==> src/rtl/sram_req_ctrl_pkg.sv <==
// Shared types and defaults for the SRAM request controller.
package sram_ctrl_pkg;

  localparam int SRAM_ADDR_W = 3;
  localparam int SRAM_DATA_W = 32;
  localparam int DEPTH       = 8;

  typedef enum logic [2:0] {
    IDLE    = 3'd0,
    WR      = 3'd1,
    RD_ADDR = 3'd2,
    RD_CAP  = 3'd3,
    RSP     = 3'd4,
    INIT    = 3'd5
  } state_t;

  typedef struct packed {
    logic                   write;
    logic [SRAM_ADDR_W-1:0] addr;
    logic [SRAM_DATA_W-1:0] wdata;
  } req_t;

endpackage

==> src/rtl/sram_req_ctrl.sv <==
// Request-side controller for the 8x32 DFF SRAM: serialises single-beat
// read/write requests onto add/we/wd and returns read data on a response
// channel. The SRAM latches its read address on any edge where we=0, so a
// read spends one cycle presenting the address and one cycle capturing rd.
// Optional build macro SRAM_INIT_EN: after reset, sweep INIT_VAL into every
// word before accepting requests.
//
// state   | meaning
// --------+-----------------------------------------------------------
// IDLE    | ready for a request; sram_add holds its last value
// WR      | write strobe high, SRAM captures wd at the exiting edge
// RD_ADDR | we=0 with the read address; SRAM latches it at exit edge
// RD_CAP  | sram_rd valid, captured into rsp_rdata at exit edge
// RSP     | rsp_valid held until rsp_ready
// INIT    | fill sweep, one word per cycle (SRAM_INIT_EN only)
module sram_req_ctrl
  import sram_ctrl_pkg::*;
#(
  parameter int          ADDR_W   = SRAM_ADDR_W,
  parameter int          DATA_W   = SRAM_DATA_W,
  parameter logic [31:0] INIT_VAL = 32'h0
) (
  input  logic              clk,
  input  logic              resetn,
  input  logic              req_valid,
  output logic              req_ready,
  input  logic              req_write,
  input  logic [ADDR_W-1:0] req_addr,
  input  logic [DATA_W-1:0] req_wdata,
  output logic              rsp_valid,
  input  logic              rsp_ready,
  output logic [DATA_W-1:0] rsp_rdata,
  output logic [ADDR_W-1:0] sram_add,
  output logic              sram_we,
  output logic [DATA_W-1:0] sram_wd,
  input  logic [DATA_W-1:0] sram_rd,
  output logic              busy
);

  // A fill value wider than the data path would be silently truncated.
  if (DATA_W < 32 && (INIT_VAL >> DATA_W) != 32'h0) begin : g_bad_init_val
    $error("INIT_VAL does not fit in DATA_W bits");
  end

`ifdef SRAM_INIT_EN
  localparam state_t            RESET_STATE = INIT;
  localparam logic [ADDR_W-1:0] LAST_ADDR   = '1;
  localparam logic [DATA_W-1:0] FILL        = DATA_W'(INIT_VAL);
`else
  localparam state_t            RESET_STATE = IDLE;
`endif

  state_t            state_q, state_d;
  logic [ADDR_W-1:0] add_q, add_d;
  logic [DATA_W-1:0] wd_q, wd_d;
  logic [DATA_W-1:0] rdata_q, rdata_d;
  logic              rsp_valid_q, rsp_valid_d;

  // Next-state and datapath update for the request sequencer.
  always_comb begin
    state_d     = state_q;
    add_d       = add_q;
    wd_d        = wd_q;
    rdata_d     = rdata_q;
    rsp_valid_d = rsp_valid_q;
    case (state_q)
      IDLE: begin
        if (req_valid) begin
          add_d   = req_addr;
          wd_d    = req_wdata;
          state_d = req_write ? WR : RD_ADDR;
        end
      end
      WR:      state_d = IDLE;
      RD_ADDR: state_d = RD_CAP;
      RD_CAP: begin
        rdata_d     = sram_rd;
        rsp_valid_d = 1'b1;
        state_d     = RSP;
      end
      RSP: begin
        if (rsp_ready) begin
          rsp_valid_d = 1'b0;
          state_d     = IDLE;
        end
      end
`ifdef SRAM_INIT_EN
      INIT: begin
        if (add_q == LAST_ADDR) begin
          state_d = IDLE;
        end else begin
          add_d = add_q + ADDR_W'(1);
        end
      end
`endif
      default: state_d = IDLE;
    endcase
  end

  // State and output registers; reset drops any in-flight request.
  always_ff @(posedge clk or negedge resetn) begin
    if (!resetn) begin
      state_q     <= RESET_STATE;
      add_q       <= '0;
      wd_q        <= '0;
      rdata_q     <= '0;
      rsp_valid_q <= 1'b0;
    end else begin
      state_q     <= state_d;
      add_q       <= add_d;
      wd_q        <= wd_d;
      rdata_q     <= rdata_d;
      rsp_valid_q <= rsp_valid_d;
    end
  end

  assign req_ready = (state_q == IDLE);
  assign busy      = (state_q != IDLE);
  assign rsp_valid = rsp_valid_q;
  assign rsp_rdata = rdata_q;
  assign sram_add  = add_q;
`ifdef SRAM_INIT_EN
  assign sram_we   = (state_q == WR) || (state_q == INIT);
  assign sram_wd   = (state_q == INIT) ? FILL : wd_q;
`else
  assign sram_we   = (state_q == WR);
  assign sram_wd   = wd_q;
`endif

endmodule
==> config.mk <==
export PLATFORM = sky130hd
export DESIGN_NAME = sram_req_ctrl
export DESIGN_NICKNAME = d
export VERILOG_FILES = /design/src/rtl/sram_req_ctrl_pkg.sv /design/src/rtl/sram_req_ctrl.sv
export SDC_FILE = /design/constraint.sdc
export NUM_CORES = 1
export LEC_CHECK = 0
export ABC_AREA = 1
export CAP_MARGIN = 20
export CELL_PAD_IN_SITES_DETAIL_PLACEMENT = 1
export CELL_PAD_IN_SITES_GLOBAL_PLACEMENT = 1
export CORE_ASPECT_RATIO = 1.2
export CORE_UTILIZATION = 32
export CTS_CLUSTER_SIZE = 40
export DETAILED_ROUTE_END_ITERATION = 10
export HOLD_SLACK_MARGIN = 0.06
export PLACE_DENSITY_LB_ADDON = 0.1
export SETUP_SLACK_MARGIN = 0.02
export SLEW_MARGIN = 0
export SYNTH_ARGS = -nofsm -noshare
export SYNTH_HDL_FRONTEND = slang
export SYNTH_SLANG_ARGS = --single-unit
==> constraint.sdc <==
create_clock -name clk -period 3.55 [get_ports clk]
set_clock_uncertainty 0.05 [all_clocks]
set_input_delay 0.5325 -clock clk [delete_from_list [all_inputs] [get_ports clk]]
set_output_delay 0.5325 -clock clk [all_outputs]
set_load 0.05 [all_outputs]
# Word level (Yosys, flattened, before mapping)
# Index checks and enable logic that the tools add are counted.
# W data, S select, Z words.
# word_totals
out_inout_bits	71
elab_cells	23
reg_bits	71
# classes
n_reduce_logical	6
eq_ne	6
n_mux	6
# ops
operator	count
$pmux W3 S4	1
$eq A3 B2 Y1 const B	2
$mux W3	2
$reduce_and A2 Y1	3
$ne A2 B2 Y1 const B	2
$eq A3 B1 Y1 const B	1
$eq A3 B3 Y1 const B	1
$logic_not A3 Y1	1
$reduce_bool A3 Y1	1
$mux W2	1
$pmux W1 S2	1
$reduce_bool A2 Y1	1
$mux W1	1

# Depth between registers and ports, before layout
# Gate-level depths: netlist of the first run.
# depth
ltp_word	3
ltp_mapped	6
mapped_depth_nobuf	4

# Worst setup path before layout of the first run
# No wires, ideal clock.
# synth_timing
path_kind	register to output
start	register state_q[0]
end	output port sram_we
required_time_ns	2.967
setup_slack_ns	1.434
path_stages_with_launch	3
arrival_time_ns	1.533
n_path_buf	0
cell_sequence	dfrtp_1 -> inv_1 -> nor3_1
# synth_between
elab_chain_len	1
# synth_lines
element	line_no	source
from (decl)	sram_req_ctrl.sv:53	state_t state_q, state_d;
from (signal assigned)	sram_req_ctrl.sv:109	state_q <= state_d;
$eq A3 B1 Y1	sram_req_ctrl.sv:126	assign sram_we = (state_q == WR);
to (decl)	sram_req_ctrl.sv:34	output logic sram_we,
# No other way between the ends.

# Worst setup path in the final report of the first run
# layout_timing
start	register state_q[2]
end	output port req_ready
# layout_between
elab_chain_len	1
# layout_lines
element	line_no	source
$logic_not A3 Y1	sram_req_ctrl.sv:117	assign req_ready = (state_q == IDLE);
to (decl)	sram_req_ctrl.sv:26	output logic req_ready,
# No other way between the ends.

==> metrics.md, run 1 <==
| Metric | Value |
|---|---|
| Syn_area_per_cell | 9.65 µm² |
| Unrepaired setup endpoints after global routing | false |
| GRT Overall Usage | 16.5% |
| Clock Pin Slew Worst Setup and Hold Paths | 0.08 ns |
| Slew HR | 38.0% |
| Final Hold Vio Count | 0 |
| Placed Area | 4420 µm² |
| Setup CP Type | reg -> out |
| I/O Pins | 143 |
| Sink Count | 71 |
| Crit Path Max Fanout | 5 |
| Post-Synthesis Net Count | 381 |
| Final period utilization | 71.4% |
| Async SR Flop Fraction | 100% |
| Largest net degree at the start of global routing | 72 |
| Endpoints failing setup | 0 |
| Register area share after synthesis | 59.6% |
| Hold Crit Class | in -> async |
| Max Freq | 394 MHz |
| Setup TNS | 0 ns |
| Max Cap Viol | 0 |
| GPL Wtd Cong | 0.668 |
| Clock Latency Late Sink | 0.35 ns |
| Drt drc | 0 |
| Cts repair resizes | 0 |
| Slew Limit Fails | 0 |
| Post-CTS Setup Repair Bufs | 0 |
| Die span in x | 90.1 µm |
| Post-synth top cells | inv_1, nand2_1, dfrtp_1 |
| Hold slack | 0.266 ns |
| DRT Pass-1 Iters | 4 |
| Ys flop type | dfrtp_1 |
| Via-to-Cell Ratio | 4.31 |
| Post-Route WL | 7480 µm |
| Clock Path Buffers | 2 |
| Global route overflow | 0 |
| Critical Path RT | 2.97 ns |
| Core ar. | 9030 µm² |
| Top post-synthesis cells by area | dfrtp_1, inv_1, nand2_1 |
| Flops & latches, synth | 71 |
| Initial Util | 33.0% |
| Unique masters post-synth | 18 |
| CP endpoint kind | primary output |
| Layout Nets | 521 |
| Post-route ant nets | 0 |
| Startpoint types | flop |
| Num CTS Buffers | 9 |
| Vias in the first global route | 2583 |
| Post-synth top area cell | dfrtp_1 |
| Cell Pwr Density | 1130 nW/µm² |
| DR vias | 2473 |
| Yosys Warn Count | 0 |
| IO Port Bufs | 142 |
| Worst slew pin tran | 0.929 ns |
| CTS H-tree depth | 3 |
| Final Non-Filler Cells | 574 |
| Status | finished clean |
| First-pass GRT wire length | 12500 µm |
| Finished Cell Area | 4670 µm² |
| Post-synthesis instance area | 2980 µm² |
| Post-Syn Instances | 309 |
| Row cnt | 38 |
| Number of synthesized flops with an enable pin | 0 |
| ANT cells | 0 |
| Drt first-iter violations | 87 |
| Layout cells sized above 1 | 11.2% |
| Leakage power | 2.29 nW |
| Die height | 108 µm |
| Die ar. | 9710 µm² |
| Initial antenna violation count | 0 |
| Min cycle time layout | 2.54 ns |
| CTS tree | yes |
| Max VDD drop | 0.700 mV |
| # hold bufs at CTS | 0 |
| Top cell type's share of synthesized area | 59.6% |
| Root Buffer | clkbuf_8 |
| Placed Cells | 558 |
| DR WL/cell | 13.0 µm |
| Critical path arrival | 1.95 ns |
| Detail Placement HPWL | 5300 µm |
| Area delta synth->final | 56.5% |
report_power, final:
group | total, W | internal (W) | switching (W)
clock network | 0.000799 | 0.000484 | 0.000316
logic | 0.00304 | 0.000984 | 0.00206
registers | 0.00142 | 0.00120 | 0.000219
per-layer routing:
metal / track usage [%] / vias up / share of wire [%]
li1: - / 1204 / -
met1: 19.7 / 1173 / 43
met2: 27.6 / 86 / 49
met3: 4.03 / 10 / 5.9
met4: 8.99 / 0 / 2.1
met5: 0 / - / 0
per-stage QoR:
stage               total power (W)  setup slack (ns)  utilization [%]
global route                0.00555             0.909             51.7
CTS                         0.00533             0.981             51.7
detailed placement          0.00451              1.28             48.9
finish                      0.00526              1.01             51.7
floorplan                   0.00352              1.43                -
global placement            0.00444              1.34             48.9
cells in the final DEF (no fill, tap or decap), types with 2 or more instances in the layout:
cell type | netlist | final
clkbuf_8 | 0 | 10
nand3_1 | 3 | 3
o21ai_1 | 26 | 26
nor2_1 | 3 | 3
o21ai_0 | 12 | 12
o211ai_1 | 2 | 2
o21ai_2 | 29 | 29
buf_4 | 2 | 2
dfrtp_1 | 71 | 71
bufinv_16 | 0 | 3
clkdlybuf4s50_1 | 0 | 141
inv_1 | 72 | 72
nand2_1 | 72 | 72
clkinv_2 | 0 | 2
worst paths after layout:
path	end	depth (start not counted)	slack, ns	start
worst max-delay path	req_ready	4	1.01	state_q[2]$_DFFE_PN0P_
worst max register to register	rsp_rdata[8]$_DFFE_PN0P_	5	1.47	state_q[2]$_DFFE_PN0P_
worst min register to register	rsp_valid$_DFFE_PN0P_	2	0.42	rsp_valid$_DFFE_PN0P_
min in group clk	rsp_valid$_DFFE_PN0P_	2	0.42	rsp_valid$_DFFE_PN0P_
worst min-delay path	rsp_rdata[11]$_DFFE_PN0P_	1	0.27	resetn
max in group asynchronous	sram_wd[8]$_DFFE_PN0P_	1	2.58	resetn
critical path, cell delays in order, from the launching register on:
cell	delay [ns]
dfrtp_1	0.45
nor2_2	0.21
nand2_1	0.09
inv_1	0.06
clkdlybuf4s50_1	0.79
final cells by class:
class / count / area (µm²)
inverter: 73 / 274
fill: 1030 / 4370
clock buffer: 10 / 138
tap: 120 / 150
sequential: 71 / 1780
multi-input combinational: 151 / 795
timing repair buffer: 143 / 1430
clock inverter: 6 / 108
cells by family after synthesis:
logic type,count (synthesis),share of synthesized area [%]
buf+inv,87,13.8
simple gates,82,11.2
flops,71,59.6
compound gates,69,15.4
flip-flops by register name, indices dropped and copies added, names as in the netlist:
name	flops
sram_add	3
rsp_valid	1
state_q	3
rsp_rdata	32
sram_wd	32
Note: power is estimated with default switching activity, not from simulation.
==> run 2: changes to the inputs <==
CORE_UTILIZATION = 26   (was 32)
clock period = 2.2 ns   (was 3.55 ns; I/O delays follow)
==> run 2 against run 1 <==
Net effect: total power grew 63%; sequential power grew 61%; critical endpoint is now rsp_rdata[11]; first-iteration DRC count shrank 40%; cell count grew 6.4%; critical path depth shrank 3; clock power grew 63%; largest power group unchanged; non-clock buffer count grew 4; via count shrank 1.4%; wire length grew 1.4%.
==> metrics.md, run 2 (synthesized netlist as in run 1, its figures left out) <==
| Metric | Value |
|---|---|
| Cell family with most CP delay | buffers and inverters (unchanged) |
| Placed Area | 4530 µm² (was 4420 µm²) |
| Clock Path Buffers | 2 (unchanged) |
| Unrepaired setup endpoints after global routing | false (unchanged) |
| Worst path cell trace | clkdlybuf4s50_1 (was nor2_2, nand2_1, inv_1, clkdlybuf4s50_1) |
| Drt drc | 0 (unchanged) |
| Hold Crit Class | reg -> reg (was in -> async) |
| Int Pwr | 0.00437 W (was 0.00267 W) |
| DR WL/cell | 12.4 µm (was 13.0 µm) |
| Worst reg2reg path endpoint | sram_wd[16]$_DFFE_PN0P_ (was rsp_rdata[8]$_DFFE_PN0P_) |
| Finished Core Util | 43.3% (was 51.7%) |
| Layout Nets | 525 (was 521) |
| Via-to-Cell Ratio | 3.99 (was 4.31) |
| Endpoints failing setup | 0 (unchanged) |
| Root Buffer | clkbuf_16 (was clkbuf_8) |
| Sink Count | 71 (unchanged) |
| Post-route ant nets | 0 (unchanged) |
| Clock Pin Slew Worst Setup and Hold Paths | 0.05 ns (was 0.08 ns) |
| Hold slack | 0.430 ns (was 0.266 ns) |
| Final Hold Vio Count | 0 (unchanged) |
| CTS tree | yes (unchanged) |
| Min cycle time layout | 1.90 ns |
| FILL cells | 1278 (was 1030) |
| Final period utilization | 86.3% |
| Drt first-iter violations | 52 (was 87) |
| Critical path arrival | 1.52 ns (was 1.95 ns) |
| Global route overflow | 0 (unchanged) |
| Post-Route WL | 7580 µm (was 7480 µm) |
| I/O Pins | 143 (unchanged) |
| Cell Pwr Density | 1780 nW/µm² (was 1130 nW/µm²) |
| WP buf/inv | 1 (was 2) |
| HP Start | rsp_rdata[14]$_DFFE_PN0P_ |
| Leakage power | 2.34 nW (was 2.29 nW) |
| Row cnt | 42 (was 38) |
| Layout cells sized above 1 | 11.2% (about the same) |
| IO Port Bufs | 142 (unchanged) |
| FF-to-FF Start | state_q[1]$_DFFE_PN0P_ (was state_q[2]$_DFFE_PN0P_) |
| Area delta synth->final | 61.0% (was 56.5%) |
| Slowest cell on crit path | clkdlybuf4s50_1 (unchanged) |
| Commonest non-fill, non-tap cell in the layout | clkdlybuf4s50_1 (unchanged) |
| Max VDD drop | 0.954 mV (was 0.700 mV) |
| Max Freq | 527 MHz |
| CP peak stage delay | 0.83 ns (was 0.79 ns) |
| First-pass GRT wire length | 12800 µm (was 12500 µm) |
| Setup CP Type | reg -> out (unchanged) |
| Initial antenna violation count | 0 (unchanged) |
| GPL Wtd Cong | 0.664 (was 0.668) |
| Die ar. | 11900 µm² (was 9710 µm²) |
| Clock power frac | 15.2% (about the same) |
| Worst r2r path cells | 5 (unchanged) |
| GRT Overall Usage | 14.0% (was 16.5%) |
| Tot Pwr | 0.00856 W (was 0.00526 W) |
| Num CTS Buffers | 9 (unchanged) |
| CP endpoint kind | primary output (unchanged) |
| CTS H-tree depth | 3 (unchanged) |
| Core ar. | 11100 µm² (was 9030 µm²) |
| Vias in the first global route | 2571 (was 2583) |
| Commonest cells after routing, fill and taps aside | clkdlybuf4s50_1, inv_1, nand2_1, dfrtp_1, o21ai_2 (unchanged) |
| Critical Path RT | 1.82 ns (was 2.97 ns) |
| ANT cells | 0 (unchanged) |
| R2r setup slk | 0.64 ns (was 1.47 ns) |
| Slew Limit Fails | 0 (unchanged) |
| Startpoint types | flop (unchanged) |
| Detail Placement HPWL | 5380 µm (was 5300 µm) |
| Worst slew pin tran | 0.550 ns (was 0.929 ns) |
| Hold Path End | rsp_rdata[14]$_DFFE_PN0P_ |
| Hold depth | 2 |
| Die span in x | 99.8 µm (was 90.1 µm) |
| Sw power | 0.00419 W (was 0.00259 W) |
| Sequential share of power | 26.7% (was 27.0%) |
| Largest net degree at the start of global routing | 67 (was 72) |
| Status | finished clean (unchanged) |
| Max Cap Viol | 0 (unchanged) |
| Crit Path Max Fanout | 2 (was 5) |
| Finished Cell Area | 4800 µm² (was 4670 µm²) |
| DR vias | 2438 (was 2473) |
| Clock Latency Late Sink | 0.33 ns (was 0.35 ns) |
| Switching Fraction | 49.0% (was 49.3%) |
| DRT Pass-1 Iters | 4 (unchanged) |
| Slew HR | 63.2% (was 38.0%) |
| Initial Util | 26.9% (was 33.0%) |
| Die height | 119 µm (was 108 µm) |
| Setup TNS | 0 ns (unchanged) |
| Logic pwr share | 58.1% (was 57.8%) |
[run 2: timing repair]
action	in CTS	in global routing
gates resized for setup	1	0
hold buffers	1	0
endpoints found under the hold margin	32	0
setup endpoints to repair	1	0
buffers inserted	0	0
[run 2: through the flow]
step	instances	setup WS (ns)
global route	611	0.250
floorplan	309	0.287
global placement	595	0.401
detailed placement	595	0.376
finish	611	0.301
CTS	611	0.273
[run 2: power by group through the flow]
stage,Sequential [W],Clock (W),Combinational (W)
after floorplan,0.00440,0,0.00127
after global placement,0.00228,0,0.00496
after detailed placement,0.00231,0,0.00503
after CTS,0.00230,0.00137,0.00504
after global routing,0.00238,0.00141,0.00529
final,0.00229,0.00130,0.00497
[run 2: how the worst max path moves through the flow]
stage | startpoint | to | cells after the start
CTS | sram_wd[0]$_DFFE_PN0P_ | sram_wd[0] | 1
floorplan | state_q[0]$_DFFE_PN0P_ | sram_we | 2
finish | rsp_rdata[11]$_DFFE_PN0P_ | rsp_rdata[11] | 1
detailed placement | state_q[1]$_DFFE_PN0P_ | busy | 3
global placement | state_q[2]$_DFFE_PN0P_ | busy | 3
global route | state_q[2]$_DFFE_PN0P_ | busy | 3
[run 2: layout make-up]
| cell class | count | area, µm² | share of cell area (%) |
|---|---|---|---|
| repair buffers | 147 | 1500 | 31.3 |
| inverters | 73 | 274 | 5.71 |
| clock inverters | 1 | 5.00 | 0.104 |
| multi-input cells | 151 | 795 | 16.6 |
| well taps | 154 | 193 | 4.01 |
| flip-flops and latches | 71 | 1780 | 37.0 |
| clock buffers | 14 | 254 | 5.29 |
[run 2: metal layers]
metal	wire [µm]	up-vias	global-route usage, %
met3	498	11	3.70
met4	187	0	8.00
met5	0	-	0
met1	3150	1140	16.7
li1	-	1214	-
met2	3750	73	22.7
==> run 3: changes to the inputs <==
CORE_UTILIZATION = 29   (was 26)
TNS_END_PERCENT = 50   (was not set)
clock period = 2 ns   (was 2.2 ns; I/O delays follow)
==> run 3 against run 2 <==
Net effect: clock-buffer cell count up 1; register-to-register slack worse by 0.08 ns; first-iteration DRC count up 83%; non-clock buffer count up 1; cell count down 4.4%; combinational power up 11%; sequential share of layout area about the same; clock power up 15%; global-route usage up 1.4 points; worst hold slack worse by 0.0069 ns; critical path depth unchanged; critical endpoint is now sram_wd[4]; highest routed layer unchanged.
==> metrics.md, run 3 (synthesized netlist as in run 1, its figures left out) <==
| Metric | Value |
|---|---|
| Worst r2r path cells | 5 (unchanged) |
| Slowest cell on crit path | clkdlybuf4s50_1 (unchanged) |
| IO Port Bufs | 142 (unchanged) |
| Critical Path RT | 1.65 ns (was 1.82 ns) |
| Clock Path Buffers | 2 (unchanged) |
| Worst reg2reg path endpoint | sram_add[1]$_DFFE_PN0P_ (was sram_wd[16]$_DFFE_PN0P_) |
| Layout Nets | 526 (was 525) |
| Final Hold Vio Count | 0 (unchanged) |
| Vias in the first global route | 2570 (was 2571) |
| Post-CTS Setup Repair Bufs | 0 (unchanged) |
| Commonest cells after routing, fill and taps aside | clkdlybuf4s50_1, inv_1, nand2_1, dfrtp_1, o21ai_2 (unchanged) |
| Drt first-iter violations | 95 (was 52) |
| Levels on crit path | 1 (unchanged) |
| Worst path cell trace | clkdlybuf4s50_1 (unchanged) |
| GRT Overall Usage | 15.4% (was 14.0%) |
| CP startpoint | sram_wd[4]$_DFFE_PN0P_ (was rsp_rdata[11]$_DFFE_PN0P_) |
| Max VDD drop | 0.901 mV (was 0.954 mV) |
| CTS tree | yes (unchanged) |
| Layout cells sized above 1 | 11.8% (was 11.2%) |
| Row cnt | 40 (was 42) |
| Finished Core Util | 48.0% (was 43.3%) |
| DRT Pass-1 Iters | 4 (unchanged) |
| GPL Wtd Cong | 0.736 (was 0.664) |
| DR vias | 2465 (was 2438) |
| Core ar. | 10000 µm² (was 11100 µm²) |
| Max Freq | 538 MHz |
| Worst slew pin tran | 0.541 ns (was 0.550 ns) |
| Initial Util | 29.8% (was 26.9%) |
| ANT cells | 0 (unchanged) |
| Final period utilization | 93.0% |
| Status | finished clean (unchanged) |
| Startpoint types | flop (unchanged) |
| Setup TNS | 0 ns (unchanged) |
| R2r setup slk | 0.56 ns (was 0.64 ns) |
| Leakage power | 2.36 nW (was 2.34 nW) |
| Slew HR | 63.9% (was 63.2%) |
| Endpoints failing setup | 0 (unchanged) |
| FILL cells | 1148 (was 1278) |
| Initial antenna violation count | 0 (unchanged) |
| Die span in x | 94.6 µm (was 99.8 µm) |
| Die height | 113 µm (was 119 µm) |
| Area delta synth->final | 61.1% (was 61.0%) |
| Drt drc | 0 (unchanged) |
| Unrepaired setup endpoints after global routing | false (unchanged) |
| Max Cap Viol | 0 (unchanged) |
| Crit Path Max Fanout | 2 (unchanged) |
| Min cycle time layout | 1.86 ns |
| Cell family with most CP delay | buffers and inverters (unchanged) |
| Slew Limit Fails | 0 (unchanged) |
| Num CTS Buffers | 9 (unchanged) |
| Sink Count | 71 (unchanged) |
| Commonest non-fill, non-tap cell in the layout | clkdlybuf4s50_1 (unchanged) |
| Cell Pwr Density | 1990 nW/µm² (was 1780 nW/µm²) |
| Hold Crit Class | in -> async (was reg -> reg) |
| Detail Placement HPWL | 5540 µm (was 5380 µm) |
| Critical path arrival | 1.51 ns (was 1.52 ns) |
| Via-to-Cell Ratio | 4.22 (was 3.99) |
| Post-route ant nets | 0 (unchanged) |
| First-pass GRT wire length | 12600 µm (was 12800 µm) |
| CP peak stage delay | 0.83 ns (about the same) |
| Clock Latency Late Sink | 0.32 ns (was 0.33 ns) |
| DR WL/cell | 12.9 µm (was 12.4 µm) |
| Largest net degree at the start of global routing | 57 (was 67) |
| Die ar. | 10700 µm² (was 11900 µm²) |
| FF-to-FF Start | state_q[2]$_DFFE_PN0P_ (was state_q[1]$_DFFE_PN0P_) |
| CTS H-tree depth | 3 (unchanged) |
| Clock Pin Slew Worst Setup and Hold Paths | 0.05 ns (about the same) |
| Root Buffer | clkbuf_16 (unchanged) |
| Global route overflow | 0 (unchanged) |
| End of the critical path | sram_wd[4] (was rsp_rdata[11]) |
| CP endpoint kind | primary output (unchanged) |
| I/O Pins | 143 (unchanged) |
| Setup CP Type | reg -> out (unchanged) |
| WP buf/inv | 1 (unchanged) |
| Post-Route WL | 7560 µm (was 7580 µm) |
run 3: cell types whose count changed in the layout (fill, tap and decap cells not counted), sizes merged:
cell and delta:
buf +2, clkbuf +1, clkinv -1, dlygate4sd2 -1
run 3: metal layers:
layer	GRT usage, %	part of all wire, %
met1	18.2	41
met2	25.5	50
met3	4.03	6.7
met4	8.28	2.5
met5	0	0
run 3: worst min path at each step:
| stage | startpoint | endpoint | slack (ns) |
|---|---|---|---|
| 6_report | resetn | sram_wd[25]$_DFFE_PN0P_ | 0.42 |
| 5_1_grt | resetn | sram_wd[25]$_DFFE_PN0P_ | 0.45 |
| 4_1_cts | resetn | sram_wd[25]$_DFFE_PN0P_ | 0.43 |
| 3_5_place_dp | resetn | sram_wd[25]$_DFFE_PN0P_ | 0.24 |
| 3_3_place_gp | resetn | sram_wd[25]$_DFFE_PN0P_ | 0.24 |
| 2_1_floorplan | resetn | rsp_rdata[0]$_DFFE_PN0P_ | -0.05 |
run 3: timing repair:
action,CTS,global route
gates resized for setup,0,0
hold endpoints to repair,32,0
hold buffers,1,0
run 3: cell type report:
| class | instances | area (µm²) | area share [%] |
|---|---|---|---|
| Inverter | 73 | 274 | 5.71 |
| Sequential cell | 71 | 1780 | 37.0 |
| Tap cell | 126 | 158 | 3.28 |
| Multi-Input combinational cell | 151 | 795 | 16.5 |
| Clock buffer | 15 | 278 | 5.78 |
| Timing Repair Buffer | 148 | 1520 | 31.7 |
run 3: stage by stage:
stage               power, W  instance area [µm²]  setup slack (ns)  hold slack [ns]  cells
floorplan            0.00624                 2980             0.117          -0.0456    309
global placement     0.00802                 4510             0.415            0.236    568
detailed placement   0.00814                 4510             0.396            0.240    568
CTS                  0.00970                 4800             0.110            0.426    584
global route          0.0101                 4800            0.0772            0.450    584
finish               0.00956                 4800             0.140            0.423    584
run 3: power breakdown:
group | internal [W] | switching (W) | total [W]
registers | 0.00214 | 0.000381 | 0.00252
clock network | 0.000936 | 0.000564 | 0.00150
logic | 0.00185 | 0.00369 | 0.00554
total | 0.00492 | 0.00463 | 0.00956
